File: src/rtl/nn_fixed_pkg.sv
// nn_fixed_pkg: fixed-point widths, requantisation constants and sequencer
// states shared by the layer sequencers.
package nn_fixed_pkg;
  localparam int ACC_W = 23;
  localparam int PROD_W = 16;
  localparam int BIAS_W = 16;
  localparam int FRAC_SHIFT = 6;
  localparam logic [7:0] SAT_MAX = 8'd127;
  typedef enum logic [1:0] {IDLE, FETCH, MAC, OUT} state_e;
endpackage

File: src/rtl/nn_requant.sv
// nn_requant: accumulator to 8-bit activation (ReLU, saturate, round-half-up).
// The 127+round case wraps to 8'h80 on purpose to match the reference model.
module nn_requant
  import nn_fixed_pkg::*;
(
  input  logic [ACC_W-1:0] acc_i,
  output logic [7:0]       q_o
);
  always_comb
    q_o = acc_i[ACC_W-1] ? 8'd0
        : (|acc_i[ACC_W-2:FRAC_SHIFT+7]) ? SAT_MAX
        : acc_i[FRAC_SHIFT+7:FRAC_SHIFT] + {7'd0, acc_i[FRAC_SHIFT-1]};
endmodule

File: src/rtl/layer_mac_sequencer.sv
// layer_mac_sequencer: one fully connected layer evaluated node by node on a
// single 8x8 MAC, streaming requantised results over valid/ready.
module layer_mac_sequencer
  import nn_fixed_pkg::*;
#(
  parameter int INPUTS  = 30,
  parameter int NODES   = 16,
  parameter int IDX_W   = 5,
  parameter int NODE_W  = 4,
  parameter int WADDR_W = 9
) (
  input  logic               clk,
  input  logic               reset,
  input  logic               act_wr_en,
  input  logic [IDX_W-1:0]   act_wr_addr,
  input  logic [7:0]         act_wr_data,
  input  logic               start,
  output logic               busy,
  output logic               w_rd_en,
  output logic [WADDR_W-1:0] w_addr,
  input  logic [7:0]         w_data,
  output logic               b_rd_en,
  output logic [NODE_W-1:0]  b_addr,
  input  logic [15:0]        b_data,
  output logic               out_valid,
  input  logic               out_ready,
  output logic [NODE_W-1:0]  out_node,
  output logic [7:0]         out_data,
  output logic               done
);
  state_e state_q, state_d;
  logic [NODE_W-1:0] node_q, node_d, out_node_q, out_node_d;
  logic [IDX_W-1:0] idx_q, idx_d;
  logic [WADDR_W-1:0] base_q, base_d;
  logic [ACC_W-1:0] acc_q, acc_d, acc_sum;
  logic [7:0] out_data_q, out_data_d, rq;
  logic done_q, done_d;
  logic signed [7:0] act_q [INPUTS];
  logic signed [PROD_W-1:0] prod;
  logic last_idx, last_node;

  assign last_idx  = idx_q == IDX_W'(INPUTS - 1);
  assign last_node = node_q == NODE_W'(NODES - 1);
  assign prod      = act_q[idx_q] * $signed(w_data);
  // The bias arrives with the first weight, so it seeds the sum at idx 0.
  assign acc_sum   = (idx_q == '0 ? {{(ACC_W-BIAS_W){b_data[BIAS_W-1]}}, b_data} : acc_q)
                   + {{(ACC_W-PROD_W){prod[PROD_W-1]}}, prod};

  nn_requant u_requant (.acc_i(acc_sum), .q_o(rq));

  assign busy      = state_q != IDLE;
  assign out_valid = state_q == OUT;
  assign out_node  = out_node_q;
  assign out_data  = out_data_q;
  assign done      = done_q;

  always_comb begin
    state_d    = state_q;
    node_d     = node_q;
    idx_d      = idx_q;
    base_d     = base_q;
    acc_d      = acc_q;
    out_data_d = out_data_q;
    out_node_d = out_node_q;
    done_d     = 1'b0;
    w_rd_en    = 1'b0;
    w_addr     = '0;
    b_rd_en    = 1'b0;
    b_addr     = '0;
    unique case (state_q)
      IDLE: if (start) begin
        state_d = FETCH;
        node_d  = '0;
        base_d  = '0;
      end
      FETCH: begin
        b_rd_en = 1'b1;
        b_addr  = node_q;
        w_rd_en = 1'b1;
        w_addr  = base_q;
        idx_d   = '0;
        state_d = MAC;
      end
      MAC: begin
        acc_d = acc_sum;
        if (!last_idx) begin
          w_rd_en = 1'b1;
          w_addr  = base_q + WADDR_W'(idx_q) + WADDR_W'(1);
          idx_d   = idx_q + 1'b1;
        end else begin
          state_d    = OUT;
          out_data_d = rq;
          out_node_d = node_q;
        end
      end
      OUT: if (out_ready) begin
        if (last_node) begin
          state_d = IDLE;
          done_d  = 1'b1;
        end else begin
          state_d = FETCH;
          node_d  = node_q + 1'b1;
          base_d  = base_q + WADDR_W'(INPUTS);
        end
      end
      default: state_d = IDLE;
    endcase
  end

  always_ff @(posedge clk or negedge reset) begin
    if (!reset) begin
      state_q    <= IDLE;
      node_q     <= '0;
      idx_q      <= '0;
      base_q     <= '0;
      acc_q      <= '0;
      out_data_q <= '0;
      out_node_q <= '0;
      done_q     <= 1'b0;
    end else begin
      state_q    <= state_d;
      node_q     <= node_d;
      idx_q      <= idx_d;
      base_q     <= base_d;
      acc_q      <= acc_d;
      out_data_q <= out_data_d;
      out_node_q <= out_node_d;
      done_q     <= done_d;
    end
  end

  always_ff @(posedge clk or negedge reset) begin
    if (!reset) begin
      for (int i = 0; i < INPUTS; i++) act_q[i] <= '0;
    end else if (act_wr_en && !busy && 32'(act_wr_addr) < INPUTS) begin
      act_q[act_wr_addr] <= act_wr_data;
    end
  end
endmodule

File: config.mk
export PLATFORM = sky130hd
export DESIGN_NAME = layer_mac_sequencer
export DESIGN_NICKNAME = d
export VERILOG_FILES = /design/src/rtl/nn_fixed_pkg.sv /design/src/rtl/nn_requant.sv /design/src/rtl/layer_mac_sequencer.sv
export SDC_FILE = /design/constraint.sdc
export NUM_CORES = 1
export LEC_CHECK = 0
export CAP_MARGIN = 30
export CORE_MARGIN = 2
export CORE_UTILIZATION = 41
export DETAILED_ROUTE_END_ITERATION = 12
export MAX_ROUTING_LAYER = met4
export PLACE_DENSITY = 0.71
export SETUP_SLACK_MARGIN = 0.15
export SLEW_MARGIN = 20
export SYNTH_ARGS = -nofsm -noshare
export SYNTH_HDL_FRONTEND = slang
export SYNTH_SLANG_ARGS = --single-unit
File: constraint.sdc
create_clock -name clk -period 8.9 [get_ports clk]
set_input_delay 2.225 -clock clk [delete_from_list [all_inputs] [get_ports clk]]
set_output_delay 2.225 -clock clk [all_outputs]
set_load 0.02 [all_outputs]
==> results of run 1 <==
cell usage after synthesis, types with 4 or more instances:
master,n,area share
nand2b_1,17,0.0059
or3_1,6,0.0021
nor4_1,4,0.0014
a22oi_2,7,0.0049
fa_1,57,0.064
clkbuf_1,55,0.011
nor2_1,69,0.014
nand4_1,7,0.0024
buf_6,4,0.0025
nor2b_1,50,0.017
o211ai_1,12,0.0050
nand3_1,20,0.0056
o31ai_1,4,0.0017
nand2_1,123,0.026
dfrtp_1,295,0.41
mux4_2,64,0.080
o21a_1,5,0.0021
buf_1,4,0.00084
nor3_1,7,0.0020
xor2_1,9,0.0044
a21oi_1,48,0.013
and3_1,4,0.0014
o21bai_1,4,0.0017
mux2_2,259,0.16
a21o_1,12,0.0050
mux2i_1,16,0.0089
ha_1,62,0.043
and2_1,17,0.0059
o21ai_1,5,0.0014
inv_1,112,0.023
o21ai_0,41,0.011
buf_2,11,0.0031
a31oi_1,16,0.0056
xnor2_1,37,0.018
flip-flops by register name, summed over array words and instances (netlist names):
register / flops
base_q: 8
state_q: 2
done: 1
out_node: 4
idx_q: 5
node_q: 4
acc_q: 23
out_data: 8
act_q: 240
cell families after synthesis:
family                     after synthesis
buffers and inverters                  190
adders and majority gates              119
and+or+nand+nor                        341
muxes                                  342
AOI/OAI and AO/OA                      184
xor gates and xnor gates                48
DFF                                    295
layout make-up:
cell class	count	area [sq um]	area share
Antenna cell	1	2.502	0.0001187
Clock buffer	47	949.7	0.04504
Clock inverter	11	135.1	0.006409
Inverter	115	434.2	0.02059
Multi-Input combinational cell	1034	9892	0.4691
Sequential cell	295	7387	0.3503
Tap cell	585	732.0	0.03471
Timing Repair Buffer	153	1553	0.07364
critical path: cells and delay by family:
| family | cells | cell delay (ns) |
|---|---|---|
| AOI/OAI and AO/OA | 8 | 1.22 |
| xor gates and xnor gates | 2 | 0.33 |
| adders and majority gates | 6 | 2.41 |
| buffers and inverters | 6 | 1.05 |
| muxes | 1 | 0.17 |
| and+or+nand+nor | 9 | 1.46 |
timing repair:
action | CTS | global route
setup endpoints to repair | 0 | 9
resized for setup | 0 | 32
buffers inserted | 0 | 15
stage by stage:
step | TNS, ns | worst slack, ns | instance area (sq um) | util
after global placement | -0.3438 | -0.05300 | 19600 | 0.4539
final | 0 | 0.4869 | 21090 | 0.4884
after global routing | 0 | 0.1174 | 21090 | 0.4884
after floorplan | 0 | 0.2014 | 17960 | -
after CTS | 0 | 0.1787 | 20740 | 0.4804
after detailed placement | -1.798 | -0.2319 | 19650 | 0.4552
worst paths after layout:
kind,to,depth (start not counted),slack (ns),from
min in group asynchronous,acc_q[9],1,1.72,reset
worst min-delay path,acc_q[14],1,0.49,acc_q[14]
worst min register to register,acc_q[14],1,0.49,acc_q[14]
max in group asynchronous,act_q[98],3,5.68,reset
worst max register to register,out_data[2],33,0.56,idx_q[0]
worst max-delay path,out_data[7],32,0.49,w_data[4]
routing by layer:
| layer | share of wire | track usage |
|---|---|---|
| met5 | 0 | - |
| met1 | 0.45 | 0.2662 |
| met2 | 0.48 | 0.3115 |
| met4 | 0.021 | 0.05436 |
| met3 | 0.045 | 0.02765 |
==> summary by stage, run 1 <==
Synthesis
After synthesis, the share of cell area in mux cells is 0.2539. The count of mapped cells out of synthesis is 1519. The net count after synthesis is 1680.

Dividing the synthesized area by the synthesized cell count gives 11.82 sq um. The count of cell types in the netlist is 74. The adder and majority cell fraction of the synthesized area is 0.1067. The share of the Yosys chip area taken by registers is 0.4110. The share of flip-flops with an asynchronous set or reset after synthesis is 1.000.

The simple-gate share of the synthesized area is 0.09307. The share of the synthesized area in compound gates (AO/OA/AOI/OAI) is 0.06757. The largest family of logic cells by synthesized area is multiplexers. The synthesis warning total is 0. The dominant synthesized flop cell is dfrtp_1. Counting flops with a built-in enable in the synthesized netlist gives 0.

The post-synthesis cell area is 0.01796 sq mm. The xor and xnor area share after synthesis is 0.02522. The synthesized design contains 295 register bits.

Worst hold path
The path class of the tightest hold or removal check is register to register.

Timing
The final number of hold-violating endpoints is 0. Counting I/O delays and the setup requirement, the final critical path takes 8.413 ns. Across all hold checks on the routed design, the worst slack comes to 0.4887 ns. Setup repair after global routing left no endpoint under its margin. Setup violations remaining at the end of the flow were counted as 0. For the pin with the worst max-slew slack, the measured transition is 1.067 ns. The final critical-path share of the clock period is 0.9453.

Across the routed clock network, the largest skew measured is 0.02264 ns. The worst-case headroom to the max-slew limit is 0.2888. The max-slew violation count is 0. The achievable frequency is 0.1189 GHz.

Floorplanning
72 I/O pins were placed. The placeable core region is 0.04317 sq mm. The die is 213.3 um wide. The number of cell rows is 76. The initial utilization of the core area, before any placement, comes to 0.4160. The floorplan step defined a die boundary enclosing 0.04550 sq mm.

From bottom edge to top edge, the die measures 213.3 um.

Layout
After the last flow step, the layout net total stands at 1794. The post-route non-filler standard cell count is 2241. Leaving out fill and tap cells, the most frequent cells in the layout are 293 x dfrtp_1, 258 x mux2_2, 123 x nand2_1. The library cell used most frequently in the layout, excluding fill and tap cells, is dfrtp_1. The relative area change from synthesis to final layout is 17.39%. The share of cells above drive strength 1 is 0.3045. The filler cells instantiated in the layout total 3878.

Global route
Across every metal layer, demand over resource in global routing totals 0.1967. The largest net degree at the start of global routing is 197. The initial antenna violation count is 1.

The number of global-route vias before repair came to 12.68k. The aggregate global routing overflow is 0. The wire length of the first global-routing pass is 68.73 mm.

Setup path
The highest-delay cell along the critical path is fa_1. For this run, the slowest stage of the critical path takes 0.55 ns. At the worst endpoint, the arrival time is 8.87 ns. The worst endpoint required time is 9.36 ns. The category of the worst setup path launch point is an input pin. Of all nets on the critical path, the largest fanout is 8. The sort of element at the end of the critical path is a register. The critical path class is input pin to register.

Route
The per-cell via count in the routed design is 5.431. The first routing iteration left 645 violations. For this block, the via count after detailed routing is 12.17k.

The number of nets with antenna violations after routing is 0. After detailed routing, the average wire length per cell comes to 19.04 um. The final layout contains routed wiring with a total length of 42.66 mm. The number of design rule violations left after detail routing is 0.

The pre-antenna-repair detailed-routing pass consisted of 5 iterations.

CTS
The clock edge transition at the registers on the reported setup and hold paths is 0.06 ns. The worst-case clock buffer depth is 3. The CTS H-tree depth is 2. The total number of clock tree sinks is 295. The later-pin clock latency in the skew report is 0.53 ns. The tree is rooted in a clkbuf_16. TritonCTS built the clock tree. The post-cts hold buffer count is 0. The total clock buffers created by CTS is 34.

Placement
In this run the tool buffered the top-level ports with 71 buffer cells. At the end of routability-driven placement, the weighted congestion stood at 0.8642. The HPWL reported at the end of detailed placement is 29.53 mm.

The number of cells in the design after placement is 2161.

Status
The run finished with clean final reports.

Job
The number of max-cap violations is 0.
Power of run 1 is not shown: default switching activity piles up to over one toggle a cycle in this logic, so the estimate is an artifact.
==> run 2, diff against run 1 <==
--- a/config.mk
+++ b/config.mk
@@ -6,12 +6,12 @@
 export NUM_CORES = 1
 export LEC_CHECK = 0
 export CAP_MARGIN = 30
-export CORE_MARGIN = 2
 export CORE_UTILIZATION = 41
 export DETAILED_ROUTE_END_ITERATION = 12
 export MAX_ROUTING_LAYER = met4
 export PLACE_DENSITY = 0.71
 export SETUP_SLACK_MARGIN = 0.15
+export SKIP_LAST_GASP = 1
 export SLEW_MARGIN = 20
 export SYNTH_ARGS = -nofsm -noshare
 export SYNTH_HDL_FRONTEND = slang
==> summary by stage, run 2 (synthesized netlist as in run 1, its figures left out) <==
Placement
The post-placement cell area was 0.01969 sq mm (+0.18%). The global placement routability congestion is 0.8627 (-0.17%). The number of cells in the design after placement is 2167 (+0.28%). The number of buffers added on ports is 71 (unchanged).

The HPWL reported at the end of detailed placement was 30.01 mm (+1.6%).

Route
The first-pass iteration count of the detailed router is 5 (unchanged). The per-cell routed wire length came to 18.72 um (-1.7%). The via count is 12.06k (-0.88%). The DRC marker count from the first detailed-route iteration was 659 (+2.2%). The total wirelength of the detailed-routed design came to 42.09 mm (-1.3%). The per-cell via count in the routed design is 5.367 (-1.2%). The number of nets with antenna violations after routing is 0 (unchanged). The number of design rule violations left after detail routing is 0 (unchanged).

Floorplanning
The width of the die is 211.3 um (-0.94%). The die extent in y was 211.3 um (-0.94%). The starting utilization of the core area is 0.4160 (unchanged).

The number of cell rows is 76 (unchanged). The placeable core region was 0.04317 sq mm (unchanged). The die area is 0.04465 sq mm (-1.9%). The I/O pin total is 72 (unchanged).

Layout
The largest registers in the layout are act_q: 240 flops, acc_q: 23 flops. The number of flip-flops in the largest register is 240 (unchanged). The register area came to 0.007387 sq mm (unchanged). The top cell types in the final layout, fill and taps aside, are 293 x dfrtp_1, 258 x mux2_2, 121 x nand2_1. The post-route non-filler standard cell count is 2248 (+0.31%). The share of cells above drive strength 1 is 0.3169 (+0.01237). The number of fill cells in the layout was 3823 (-1.4%).

The post-route cell area is 0.02119 sq mm (+0.49%). The layout net count is 1801 (+0.39%). The register containing the most flip-flops in the final layout is act_q.

The relative area change from synthesis to final layout is 17.97%. The number of diodes was 0 (-1). The multi-input combinational cell area is 0.009970 sq mm (+0.78%).

Leaving out fill and tap cells, the most frequent cell in the layout is dfrtp_1.

Setup path
The worst setup path is captured at a register. The highest-delay cell along the critical path is fa_1. The largest fanout of any net on the critical path came to 8 (unchanged).

The critical path in this run is classified as register to register. The startpoint identified for the worst register-to-register timing path is idx_q[0]. Counting stages on the worst path, the most repeated cell is a21oi_2.

The stage delay of the slowest cell on the critical path is 0.55 ns (about the same). The worst endpoint required time came to 9.36 ns (about the same). Tracing the worst setup path back leads to its startpoint at idx_q[0]. The category of the worst setup path launch point is a register. The critical path data arrival time is 8.75 ns (-0.12 ns).

Status
The run finished with clean final reports.

CTS
The clock edge transition at the registers on the reported setup and hold paths is 0.07 ns (about the same). The post-cts hold buffer count was 0 (unchanged). The CTS H-tree depth is 2 (unchanged). The later-pin clock latency in the skew report is 0.53 ns (about the same).

In this run the clock root is driven by a clkbuf_16. The total number of clock tree sinks is 295 (unchanged). The worst-case clock buffer depth was 3 (unchanged). TritonCTS built the clock tree. The total clock buffers created by CTS is 34 (unchanged).

Timing
The slew at the pin closest to its max-slew limit is 1.020 ns (-0.04689 ns). The achievable frequency came to 0.1206 GHz (+1.4%). The final-layout worst hold slack came to 0.4825 ns (-0.006148 ns).

The setup skew after layout is 0.01416 ns (-0.008477 ns). The number of setup violations in the final report is 0 (unchanged). The max-slew violation count is 0 (unchanged). Setup repair after global routing left no endpoint under its margin. The final number of hold-violating endpoints is 0 (unchanged).

The shortest clock period the worst path allows after layout is 8.295 ns (-0.1182 ns). The final setup TNS was 0 ns (unchanged). The final critical-path share of the clock period came to 0.9320 (-0.01328). The worst-case headroom to the max-slew limit is 0.3200 (+0.03126).

Global route
The initial antenna violation count is 0 (-1). The wire length of the first global-routing pass came to 68.54 mm (-0.28%). The largest net degree at the start of global routing was 133 (-32%). The aggregate global routing overflow is 0 (unchanged). The number of global-route vias before repair is 12.57k (-0.85%). The overall track demand over capacity in global routing is 0.2002 (+0.003542).

Job
The number of max-cap violations is 0 (unchanged).

Worst hold path
The path class of the tightest hold or removal check is register to register. The hold path startpoint is acc_q[14].
-- run 2: worst max-delay path: cells and delay by family, from the launching register on --
family | cells | cell delay, ns
AND/OR/NAND/NOR | 10 | 1.49
flip-flops | 1 | 0.51
buffers and inverters | 9 | 1.11
XOR/XNOR | 2 | 0.31
AO/OA/AOI/OAI | 12 | 1.84
adder cells (fa/ha/maj) | 6 | 2.45
multiplexers | 2 | 0.53
-- run 2: what timing repair did --
action	in CTS	in global routing
buffers inserted	1	19
pin swaps	0	16
cloned	0	0
resized for setup	0	53
setup endpoints to repair	8	11
-- run 2: cell type report --
class / count / area share
Clock buffer: 49 / 0.04659
Sequential cell: 295 / 0.3486
Timing Repair Buffer: 160 / 0.07287
Tap cell: 585 / 0.03454
Multi-Input combinational cell: 1034 / 0.4705
Inverter: 115 / 0.02049
Clock inverter: 10 / 0.006377
-- run 2: final timing paths --
path | slack (ns) | cells past startpoint | endpoint
worst max-delay path | 0.61 | 41 | out_data[7]
worst min-delay path | 0.48 | 1 | acc_q[14]
worst max register to register | 0.61 | 41 | out_data[7]
worst min register to register | 0.48 | 1 | acc_q[14]
max in group asynchronous | 5.69 | 3 | idx_q[0]
min in group asynchronous | 1.59 | 1 | act_q[173]
-- run 2: metal layers --
layer,GRT usage,up-vias,routed length (um)
met1,0.2704,6166,18800
met5,-,-,0
met3,0.02715,56,1961
li1,-,5567,-
met2,0.3203,275,20540
met4,0.04798,0,775
-- run 2: through the flow --
stage,utilization,setup WS [ns]
finish,0.4908,0.6051
CTS,0.4824,0.2203
global route,0.4908,0.04649
global placement,0.4547,-0.09463
floorplan,-,0.2014
detailed placement,0.4561,-0.1708
Power of run 2 is left out for the same reason.
